[src/rtl/sum_diff_compare_pkg.sv]
// Shared constants and types for the sum/difference compare pipeline.
package sum_diff_compare_pkg;

  localparam int DEFAULT_WIDTH = 4;
  localparam int STATS_W       = 16;

  typedef logic [STATS_W-1:0] stat_cnt_t;

  // Saturating increment: sticks at all-ones instead of wrapping to zero.
  function automatic stat_cnt_t sat_inc(input stat_cnt_t v);
    if (v == {STATS_W{1'b1}}) begin
      return v;
    end else begin
      return v + stat_cnt_t'(1'b1);
    end
  endfunction

endpackage

[src/rtl/pipe_reg_stage.sv]
// Generic valid/ready register slice. The slice accepts new data whenever it
// is empty or its current contents leave in the same cycle.
module pipe_reg_stage
  import sum_diff_compare_pkg::*;
#(
  parameter int W = 8
) (
  input  logic         clock,
  input  logic         reset_N,
  input  logic         in_valid,
  output logic         in_ready,
  input  logic [W-1:0] in_data,
  output logic         out_valid,
  input  logic         out_ready,
  output logic [W-1:0] out_data
);

  logic         valid_q, valid_d;
  logic [W-1:0] data_q,  data_d;

  assign in_ready  = !valid_q || out_ready;
  assign out_valid = valid_q;
  assign out_data  = data_q;

  // Next state: load on an input transfer, drop valid when drained.
  always_comb begin
    valid_d = valid_q;
    data_d  = data_q;
    if (in_ready) begin
      valid_d = in_valid;
    end else begin
      valid_d = valid_q;
    end
    if (in_valid && in_ready) begin
      data_d = in_data;
    end else begin
      data_d = data_q;
    end
  end

  // Slice registers; reset clears both valid and payload.
  always_ff @(posedge clock or negedge reset_N) begin
    if (!reset_N) begin
      valid_q <= 1'b0;
      data_q  <= {W{1'b0}};
    end else begin
      valid_q <= valid_d;
      data_q  <= data_d;
    end
  end

endmodule

[src/rtl/sum_diff_compare_pipe.sv]
// Two-stage pipelined (a + b) < (c - d) with valid/ready handshakes.
// Stage 1 registers sum, difference and overflow; stage 2 registers the
// compare result alongside the forwarded values.
// Optional statistics counters: define SUM_DIFF_COMPARE_STATS_EN.
module sum_diff_compare_pipe
  import sum_diff_compare_pkg::*;
#(
  parameter int WIDTH = DEFAULT_WIDTH,
  parameter int WRAP  = 0
) (
  input  logic             clock,
  input  logic             reset_N,
  input  logic             in_valid,
  output logic             in_ready,
  input  logic [WIDTH-1:0] a,
  input  logic [WIDTH-1:0] b,
  input  logic [WIDTH-1:0] c,
  input  logic [WIDTH-1:0] d,
  output logic             out_valid,
  input  logic             out_ready,
  output logic             out,
  output logic [WIDTH:0]   sum_out,
  output logic [WIDTH:0]   diff_out,
  output logic             ovf
`ifdef SUM_DIFF_COMPARE_STATS_EN
  ,
  input  logic             stats_clear,
  output logic [STATS_W-1:0] acc_count,
  output logic [STATS_W-1:0] true_count
`endif
);

  localparam int SW  = WIDTH + 1;
  localparam int P1W = 2 * SW + 1;
  localparam int P2W = 2 * SW + 2;

  // Holds in_ready low until the first clock edge after reset release.
  logic rdy_en_q, rdy_en_d;

  logic [SW-1:0]  sum_full_s, diff_full_s, sum1_s, diff1_s;
  logic           ovf1_s;
  logic [P1W-1:0] p1_in_s, p1_out_s;
  logic [SW-1:0]  sum1_q, diff1_q;
  logic           ovf1_q;
  logic           cmp_s;
  logic [P2W-1:0] p2_in_s, p2_out_s;
  logic           s1_valid_s, s1_ready_s, s2_ready_s;

  // Ready-enable comes up one edge after reset deasserts.
  always_comb begin
    rdy_en_d = 1'b1;
  end

  // Ready-enable register.
  always_ff @(posedge clock or negedge reset_N) begin
    if (!reset_N) begin
      rdy_en_q <= 1'b0;
    end else begin
      rdy_en_q <= rdy_en_d;
    end
  end

  assign in_ready = rdy_en_q && s1_ready_s;

  // Stage 1 arithmetic; overflow is taken from the full-width results
  // even when the stored values are truncated.
  always_comb begin
    sum_full_s  = {1'b0, a} + {1'b0, b};
    diff_full_s = {1'b0, c} - {1'b0, d};
    ovf1_s      = sum_full_s[WIDTH] | (c < d);
    if (WRAP != 0) begin
      sum1_s  = {1'b0, sum_full_s[WIDTH-1:0]};
      diff1_s = {1'b0, diff_full_s[WIDTH-1:0]};
    end else begin
      sum1_s  = sum_full_s;
      diff1_s = diff_full_s;
    end
  end

  assign p1_in_s = {ovf1_s, diff1_s, sum1_s};

  pipe_reg_stage #(.W(P1W)) u_stage1 (
    .clock     (clock),
    .reset_N   (reset_N),
    .in_valid  (in_valid && rdy_en_q),
    .in_ready  (s1_ready_s),
    .in_data   (p1_in_s),
    .out_valid (s1_valid_s),
    .out_ready (s2_ready_s),
    .out_data  (p1_out_s)
  );

  assign {ovf1_q, diff1_q, sum1_q} = p1_out_s;

  // Stage 2 compare: exact mode is a signed compare one bit wider than the
  // stored values so a negative difference never wins; wrap mode is a plain
  // unsigned compare of the truncated values.
  always_comb begin
    cmp_s = 1'b0;
    if (WRAP != 0) begin
      cmp_s = sum1_q[WIDTH-1:0] < diff1_q[WIDTH-1:0];
    end else begin
      cmp_s = $signed({1'b0, sum1_q}) < $signed({diff1_q[WIDTH], diff1_q});
    end
  end

  assign p2_in_s = {cmp_s, ovf1_q, diff1_q, sum1_q};

  pipe_reg_stage #(.W(P2W)) u_stage2 (
    .clock     (clock),
    .reset_N   (reset_N),
    .in_valid  (s1_valid_s),
    .in_ready  (s2_ready_s),
    .in_data   (p2_in_s),
    .out_valid (out_valid),
    .out_ready (out_ready),
    .out_data  (p2_out_s)
  );

  assign {out, ovf, diff_out, sum_out} = p2_out_s;

`ifdef SUM_DIFF_COMPARE_STATS_EN
  stat_cnt_t acc_q, acc_d, true_q, true_d;
  logic      out_xfer_s;

  assign out_xfer_s = out_valid && out_ready;
  assign acc_count  = acc_q;
  assign true_count = true_q;

  // Counter update; clear wins over a same-cycle increment.
  always_comb begin
    acc_d  = acc_q;
    true_d = true_q;
    if (stats_clear) begin
      acc_d  = {STATS_W{1'b0}};
      true_d = {STATS_W{1'b0}};
    end else if (out_xfer_s) begin
      acc_d = sat_inc(acc_q);
      if (out) begin
        true_d = sat_inc(true_q);
      end else begin
        true_d = true_q;
      end
    end else begin
      acc_d  = acc_q;
      true_d = true_q;
    end
  end

  // Statistics registers.
  always_ff @(posedge clock or negedge reset_N) begin
    if (!reset_N) begin
      acc_q  <= {STATS_W{1'b0}};
      true_q <= {STATS_W{1'b0}};
    end else begin
      acc_q  <= acc_d;
      true_q <= true_d;
    end
  end
`endif

endmodule

[config.mk]
export PLATFORM = sky130hd
export DESIGN_NAME = sum_diff_compare_pipe
export DESIGN_NICKNAME = d
export VERILOG_FILES = /design/src/rtl/sum_diff_compare_pkg.sv /design/src/rtl/pipe_reg_stage.sv /design/src/rtl/sum_diff_compare_pipe.sv
export SDC_FILE = /design/constraint.sdc
export NUM_CORES = 1
export LEC_CHECK = 0
export ABC_AREA = 1
export BUFFER_PORTS_ARGS = -buffer_cell sky130_fd_sc_hd__buf_2
export CORE_MARGIN = 2
export CORE_UTILIZATION = 40
export CTS_BUF_LIST = sky130_fd_sc_hd__clkbuf_8
export CTS_CLUSTER_SIZE = 24
export DETAILED_ROUTE_END_ITERATION = 7
export GPL_TIMING_DRIVEN = 0
export PLACE_DENSITY = 0.71
export SKIP_CTS_REPAIR_TIMING = 1
export SYNTH_ARGS = -nofsm -noshare
export SYNTH_HDL_FRONTEND = slang
export SYNTH_HIERARCHICAL = 1
export SYNTH_SLANG_ARGS = --single-unit
export TNS_END_PERCENT = 1
[constraint.sdc]
create_clock -name clock -period 1.4 [get_ports clock]
set_input_delay 0.07 -clock clock [delete_from_list [all_inputs] [get_ports clock]]
set_output_delay 0.07 -clock clock [all_outputs]
set_load 0.01 [all_outputs]
# Yosys cells after proc, flatten, opt, wreduce, memory -nomap -nowiden
# Cells that the tools add are included.
# word_totals
reg_bits,26
# op_classes
n_lt_le_gt_ge,2
n_bitwise,1
reduce_logical,8
add_sub_neg,2
# op_table
cell,count
$lt 6x5->1,1
$add 4x4->5,1
$sub 4x4->5,1
$logic_and 1x1->1,4
$lt 4x4->1,1
$logic_not 1->1,2
$logic_or 1x1->1,2
$or 1x1->1,1

# Depth between registers and ports, before layout
# Gate-level depths: netlist of run 1.
# logic_depth
word_depth,4
depth_mapped,10

# Hierarchy
# Netlist of run 1, hierarchy kept.
# by_module_without_submodules
module,area_per_inst_um2,cells_each,instances
pipe_reg_stage (u_stage2),538.0,56,1
pipe_reg_stage (u_stage1),498.0,52,1
sum_diff_compare_pipe,475.5,78,1

# Least setup slack after synthesis of run 1
# No wires, ideal clock.
# synth_path
path_kind,register -> register
startpoint,"register u_stage2.valid_q, in the netlist u_stage2/out_valid"
endpoint,"register u_stage1.data_q[6], in the netlist u_stage1/out_data[6]"
n_path_buf,2
arrival_time_ns,1.088
stages_incl_launch_ff,8
period_less_slack_ns,1.205
setup_ns,0.116
t_required_ns,1.284
slack_ns,0.195
path_cell_list,dfrtp_1 -> nand2_4 -> buf_4 -> inv_1 -> nand2_4 -> buf_4 -> nand3_1 -> nand2_1
# synth_via
elab_chain_cells,4
# synth_lines
item,line_no,text
from (decl),pipe_reg_stage.sv:18,"logic valid_q, valid_d;"
from (signal assigned),pipe_reg_stage.sv:47,valid_q <= valid_d;
$logic_not 1->1,pipe_reg_stage.sv:21,assign in_ready = !valid_q || out_ready;
$logic_or 1x1->1,pipe_reg_stage.sv:21,
named net s2_ready_s,sum_diff_compare_pipe.sv:47,"logic s1_valid_s, s1_ready_s, s2_ready_s;"
$logic_or 1x1->1,pipe_reg_stage.sv:21,
named net s1_ready_s,sum_diff_compare_pipe.sv:47,
$logic_and 1x1->1,pipe_reg_stage.sv:34,if (in_valid && in_ready) begin
to (signal assigned),pipe_reg_stage.sv:45,data_q <= {W{1'b0}};
to (signal assigned),pipe_reg_stage.sv:48,data_q <= data_d;
to (decl),pipe_reg_stage.sv:19,"logic [W-1:0] data_q, data_d;"
# The timed path passes the listed nets, and every way through them passes these cells.
# A chain may end at the register's enable or synchronous reset.

# Worst setup path in the final report of run 1
# layout_path
startpoint,"register u_stage2.valid_q, in the netlist u_stage2/out_valid"
endpoint,output in_ready
# layout_via
elab_chain_cells,4
# layout_lines
item,line_no,text
$logic_not 1->1,pipe_reg_stage.sv:21,
$logic_or 1x1->1,pipe_reg_stage.sv:21,
named net s2_ready_s,sum_diff_compare_pipe.sv:47,
$logic_or 1x1->1,pipe_reg_stage.sv:21,
named net s1_ready_s,sum_diff_compare_pipe.sv:47,
$logic_and 1x1->1,sum_diff_compare_pipe.sv:63,assign in_ready = rdy_en_q && s1_ready_s;
to (decl),sum_diff_compare_pipe.sv:14,"output logic in_ready,"
# The timed path passes the listed nets, and every way through them passes these cells.

==> summary.txt, run 1 <==
Pwr
  • Maximum VDD drop: 0.000417 V
  • Pleak: 1.13 nW
  • Pwr dens: 1150 nW/um^2

Route
  • Vias/cell: 4.44
  • DRC violations left: 0
  • Post-DRT Antenna Nets: 0
  • Via count: 1244
  • Post-DR wirelength/cell: 9.15 um
  • Drt first pass iters: 4
  • First DRT Iteration DRCs: 63
  • WL final: 2560 um

Floorplan
  • Die W: 65.5 um
  • Core area: 3630 sq um
  • Rows: 22
  • DIE AREA: 4290 sq um
  • Die Ht: 65.5 um
  • Io pins: 34
  • Initial cell density of the core: 41.6%

Global route
  • Initial antenna violation count: 0
  • GRT Util Overall: 12.8%
  • Met2 Use GR: 20.7%
  • Global-route wire length before repair: 4310 um
  • Met3 global-route usage: 1.03%
  • Gr ovfl total: 0
  • Pin count of the biggest net entering global routing: 27
  • Met1 Resource Use GR: 17.2%
  • Vias in the first global route: 1039
  • Grt peak-use layer: met2

Critical path
  • CP endpoint: in_ready
  • Cell breakdown of the critical path: nand2_4, buf_6, inv_4, nand2_4, buf_6, nand2_2, inv_1, buf_2
  • Critical Path AT: 1.26 ns
  • WP depth: 8
  • Data required, critical path: 1.33 ns
  • R2r worst-path depth: 6
  • CP Max Fanout: 4
  • CP max stage cell: dfrtp_1
  • Critical path's top delay family: buffers and inverters
  • Reg2reg setup slack: 0.20 ns
  • Worst Path Buf+Inv: 5
  • Crit path launch: u_stage2/out_valid$_DFFE_PN0P_
  • Critical Path Source Type: flip-flop
  • Crit path kind: reg2out
  • CP max stage delay: 0.39 ns
  • Critical Path End Type: primary output
  • Reg2reg start: u_stage1/out_data[3]$_DFFE_PN0P_
  • FF-to-FF End: u_stage2/out_data[11]$_DFFE_PN0P_

Layout
  • Fill count: 369
  • Area Overhead vs Synth: 24.0%
  • Nets: 266
  • Non-Filler Instances: 280
  • Antenna cells: 0
  • Multi-input logic area: 702 sq um
  • Seq. cell area: 651 sq um
  • Layout cells sized above 1: 26.3%

Yosys
  • Synth warn: 6
  • Yosys cell types: 18
  • Synth Area per Inst: 8.13 sq um
  • Synth Net Count: 219
  • Cells after synthesis: 186
  • Sequential element share of the synthesized area: 43.0%
  • Post-Synthesis Cell Area: 1510 sq um
  • Flops & latches, synth: 26

STA
  • Worst clock skew: 0.00289 ns
  • Relative slew margins: 63.6%
  • Final hold violations: 0
  • Max Clk Rate: 753 MHz
  • Worst-margin pin slew: 0.547 ns
  • Final min period: 1.33 ns
  • Sum Neg Setup Slack: 0 ns
  • Part of the cycle the worst path needs: 94.9%
  • Final Setup Violations: 0
  • Max Slew Vio Count: 0
  • RSZ-0062 raised after global routing: true

Min path
  • Hold_sp: b[0]
  • Min-Delay Path Class: in2reg

CTS
  • TritonCTS clock tree: done
  • CTS max path bufs: 2
  • CTS root buffer: clkbuf_8
  • H-tree depth: 1
  • # clock sinks: 26
  • Clock slew at reported path FFs: 0.08 ns
  • Total CTS buffers: 3
  • Clock latency on the worst-skew pair: 0.26 ns

Placed design
  • Hpwl dp: 2010 um
  • Port bufs: 33
  • Gpl congestion: 0.752
  • Placed instance count: 267

Status
  • Status: complete, no violations

Run
  • Max cap viols: 0
==> cell usage after synthesis <==
library cell   n  area, sq um
nand2_2        3         18.8
a21oi_1        3         15.0
nand2_1       66          248
nand4_1        1         6.26
buf_6          4         45.0
a21o_1         1         7.51
ha_1          11          138
xnor2_1        1         8.76
dfrtp_1       26          651
nand2_4        4         45.0
buf_4          2         15.0
inv_1         26         97.6
nor2_1         4         15.0
xor2_1         1         8.76
conb_1         1         3.75
fa_1           2         40.0
nand3_1       29          145
inv_2          1         3.75
==> cell families after synthesis <==
kind of cell,count (synthesis),synth area share (%)
simple gates,107,31.6
buf+inv,33,10.7
flops,26,43.0
fa+ha+maj,13,11.8
compound gates,4,1.49
xor+xnor,2,1.16
other cells,1,0.248
==> flip-flops by register name, indices dropped and copies added, names as in the netlist <==
register	flops
u_stage2/out_data	12
u_stage1/out_valid	1
u_stage1/out_data	11
u_stage2/out_valid	1
rdy_en_q	1
==> worst register-to-register path: stages, from the launching register on <==
cell,delay [ns]
dfrtp_1,0.42
ha_1,0.32
nand2_1,0.06
nand3_1,0.07
a21oi_1,0.11
nand3_1,0.10
nand2_1,0.07
==> cells in the final DEF, fill, tap and decap left out <==
cell type / count
a21o_1: 1
a21oi_1: 3
buf_2: 33
buf_4: 8
buf_6: 6
clkbuf_8: 4
conb_1: 1
dfrtp_1: 26
dlygate4sd3_1: 1
fa_1: 2
ha_1: 11
inv_1: 25
inv_2: 1
inv_4: 1
nand2_1: 65
nand2_2: 4
nand2_4: 4
nand3_1: 29
nand4_1: 1
nor2_1: 4
xnor2_1: 1
xor2_1: 1
==> per-stage QoR <==
stage	total power [W]	instance area (sq um)	utilization [%]	worst slack, ns	hold WS, ns
2_1_floorplan	0.00145	1510	-	0.195	-0.226
3_3_place_gp	0.00166	1740	47.8	0.112	0.0919
3_5_place_dp	0.00168	1740	47.8	0.0970	0.0881
4_1_cts	0.00216	1790	49.3	-0.187	-0.200
5_1_grt	0.00234	1870	51.6	-0.0360	0.152
6_report	0.00216	1870	51.6	0.0717	0.148
==> report_power, final <==
| group | leakage [nW] | total, W | switching, W | internal [W] |
|---|---|---|---|---|
| Combinational | 0.776 | 0.000669 | 0.000363 | 0.000305 |
| Clock | 0.0288 | 0.000467 | 0.000216 | 0.000251 |
| Sequential | 0.326 | 0.00103 | 0.000109 | 0.000917 |
==> cell type report <==
type	count	area share (%)
repair buffers	42	12.6
plain buffers	6	3.60
clock buffers	4	2.94
well taps	48	3.20
multi-input cells	127	37.4
inverters	27	5.54
flip-flops and latches	26	34.7
==> per-layer routing <==
metal	vias up	part of all wire [%]
met2	27	49
met1	550	47
met3	0	4.0
met4	0	0
met5	-	0
li1	667	-
==> how the worst min path moves through the flow <==
stage / end / slack (ns) / cells past startpoint
after floorplan: rdy_en_q$_DFF_PN0_ / -0.23 / 0
final: u_stage1/out_data[0]$_DFFE_PN0P_ / 0.15 / 4
after global routing: u_stage1/out_data[0]$_DFFE_PN0P_ / 0.15 / 4
after global placement: u_stage2/out_data[0]$_DFFE_PN0P_ / 0.09 / 1
after detailed placement: u_stage2/out_data[1]$_DFFE_PN0P_ / 0.09 / 1
after CTS: u_stage2/out_data[7]$_DFFE_PN0P_ / -0.20 / 1
(Power assumes the default switching activity.)
==> run 2: changes to the inputs <==
Settings changed: CELL_PAD_IN_SITES_DETAIL_PLACEMENT from default to 1, CELL_PAD_IN_SITES_GLOBAL_PLACEMENT from default to 1, CORE_UTILIZATION 40 to 41, PLACE_DENSITY 0.71 to 0.91.
==> summary.txt, run 2 (synthesized netlist as in run 1, its figures left out) <==
Critical path
  • Crit path launch: u_stage2/out_valid$_DFFE_PN0P_
  • Critical Path End Type: primary output
  • CP endpoint: in_ready
  • Data required, critical path: 1.33 ns (about the same)
  • Reg2reg start: u_stage1/out_data[8]$_DFFE_PN0P_
  • CP max stage delay: 0.40 ns (about the same)
  • Most common cell on crit path: nand2_4
  • Crit path kind: reg2out
  • Cell breakdown of the critical path: nand2_4, buf_8, inv_4, nand2_4, buf_8, nand2_4, inv_2, buf_6
  • Reg2reg setup slack: 0.13 ns (-0.07 ns)
  • CP max stage cell: dfrtp_1
  • Critical Path AT: 1.29 ns (+0.03 ns)
  • Critical Path Source Type: flip-flop
  • CP Max Fanout: 4 (unchanged)
  • FF-to-FF End: u_stage2/out_data[11]$_DFFE_PN0P_
  • R2r worst-path depth: 7 (+1)

CTS
  • Clock latency on the worst-skew pair: 0.26 ns (about the same)
  • Total CTS buffers: 3 (unchanged)
  • # clock sinks: 26 (unchanged)
  • CTS max path bufs: 2 (unchanged)
  • CTS root buffer: clkbuf_8
  • Clock slew at reported path FFs: 0.09 ns (about the same)
  • H-tree depth: 1 (unchanged)
  • TritonCTS clock tree: done

Min path
  • Hold path depth: 4 (unchanged)
  • Min-Delay Path Class: in2reg

Route
  • Vias/cell: 4.71 (+5.9%)
  • WL final: 3240 um (+26%)
  • Metal2 WL: 1710 um (+38%)
  • Met3 routed WL: 86 um (-17%)
  • Top Metal Used: met4
  • Drt first pass iters: 3 (-1)
  • DRC violations left: 0 (unchanged)
  • Via count: 1308 (+5.1%)
  • First DRT Iteration DRCs: 14 (-78%)
  • Post-DRT Antenna Nets: 0 (unchanged)
  • Post-DR wirelength/cell: 11.6 um (+27%)
  • M1 WL: 1390 um (+14%)

Global route
  • Global-route wire length before repair: 5320 um (+24%)
  • Gr ovfl total: 0 (unchanged)
  • Initial antenna violation count: 0 (unchanged)
  • Vias in the first global route: 1276 (+23%)
  • Pin count of the biggest net entering global routing: 27 (unchanged)
  • GRT Util Overall: 16.0% (+3.2 points)

Floorplan
  • Io pins: 34 (unchanged)
  • Die Ht: 64.7 um (-1.2%)
  • Initial cell density of the core: 41.9% (+0.32 points)
  • Die W: 64.7 um (-1.2%)
  • Core area: 3610 sq um (-0.76%)
  • DIE AREA: 4190 sq um (-2.3%)
  • Rows: 22 (unchanged)

Pwr
  • Pwr dens: 1150 nW/um^2 (-0.53%)
  • Pleak: 1.12 nW (-0.51%)
  • Pwr Total: 0.00215 W (-0.66%)
  • Maximum VDD drop: 0.000368 V (-12%)

STA
  • Relative slew margins: 61.4% (-2.2 points)
  • Final hold violations: 0 (unchanged)
  • Worst-margin pin slew: 0.579 ns (+0.0327 ns)
  • Final Setup Violations: 0 (unchanged)
  • Part of the cycle the worst path needs: 97.0% (+2.1 points)
  • Max Slew Vio Count: 0 (unchanged)
  • Final min period: 1.36 ns (+0.0293 ns)
  • Worst clock skew: 0.00609 ns (+0.00320 ns)
  • Hold_ws: 0.167 ns (+0.0192 ns)
  • RSZ-0062 raised after global routing: true
  • Max Clk Rate: 737 MHz (-2.2%)

Layout
  • Final Core Density: 51.9% (+0.32 points)
  • Finished Cell Area: 1870 sq um (-0.13%)
  • Antenna cells: 0 (unchanged)
  • Area Overhead vs Synth: 23.8%
  • Layout cells sized above 1: 26.1% (-0.21 points)
  • Non-Filler Instances: 278 (-0.71%)
  • Most frequent cells in the layout: 65 x nand2_1, 32 x buf_2, 29 x nand3_1
  • Max FFs per register: 12 (unchanged)
  • Commonest non-fill, non-tap cell in the layout: nand2_1
  • Nets: 265 (-0.38%)

Placed design
  • Area post-placement: 1740 sq um (unchanged)
  • Hpwl dp: 2490 um (+24%)
  • Placed instance count: 267 (unchanged)
  • Port bufs: 33 (unchanged)
  • Gpl congestion: 0.724 (-3.7%)

Status
  • Status: complete, no violations

Run
  • Max cap viols: 0 (unchanged)
[run 2: cell count changes in the layout (fill, tap and decap cells not counted)]
cell,previous run,this run
buf_2,33,32
buf_4,8,7
buf_6,6,5
buf_8,0,2
clkbuf_8,4,3
inv_1,25,24
inv_2,1,2
nand2_2,4,3
nand2_4,4,5
[run 2: worst min path at each step]
stage	from	endpoint	slack, ns
finish	b[0]	u_stage1/out_data[0]$_DFFE_PN0P_	0.17
global route	b[0]	u_stage1/out_data[0]$_DFFE_PN0P_	0.19
CTS	reset_N	u_stage2/out_data[8]$_DFFE_PN0P_	-0.19
detailed placement	reset_N	u_stage2/out_data[8]$_DFFE_PN0P_	0.10
global placement	reset_N	u_stage2/out_data[8]$_DFFE_PN0P_	0.09
floorplan	reset_N	rdy_en_q$_DFF_PN0_	-0.23
[run 2: through the flow]
step	setup TNS [ns]	worst slack, ns
2_1_floorplan	0	0.195
3_3_place_gp	0	0.0951
3_5_place_dp	0	0.0796
4_1_cts	-0.217	-0.217
5_1_grt	-0.0163	-0.0163
6_report	0	0.0425
[run 2: per-layer routing]
layer,track usage (%),vias to the layer above
met5,0,-
met1,18.9,620
met4,5.59,0
met3,1.04,4
met2,30.2,26
li1,-,658
[run 2: report_power, final]
| part | internal, W | switching, W |
|---|---|---|
| clock network | 0.000192 | 0.000215 |
| registers | 0.000917 | 0.000116 |
| logic | 0.000312 | 0.000394 |
| total | 0.00142 | 0.000725 |
[run 2: critical path: cells and delay by family, from the launching register on]
family                 cells  cell delay (ns)
flip-flops                 1             0.40
buffers and inverters      5             0.44
AND/OR/NAND/NOR            3             0.18
[run 2: layout make-up]
class	instances	area, sq um
clock buffers	3	41.3
repair buffers	41	234
well taps	48	60.1
fillers	467	1730
inverters	27	104
plain buffers	6	75.1
flip-flops and latches	26	651
multi-input cells	127	707
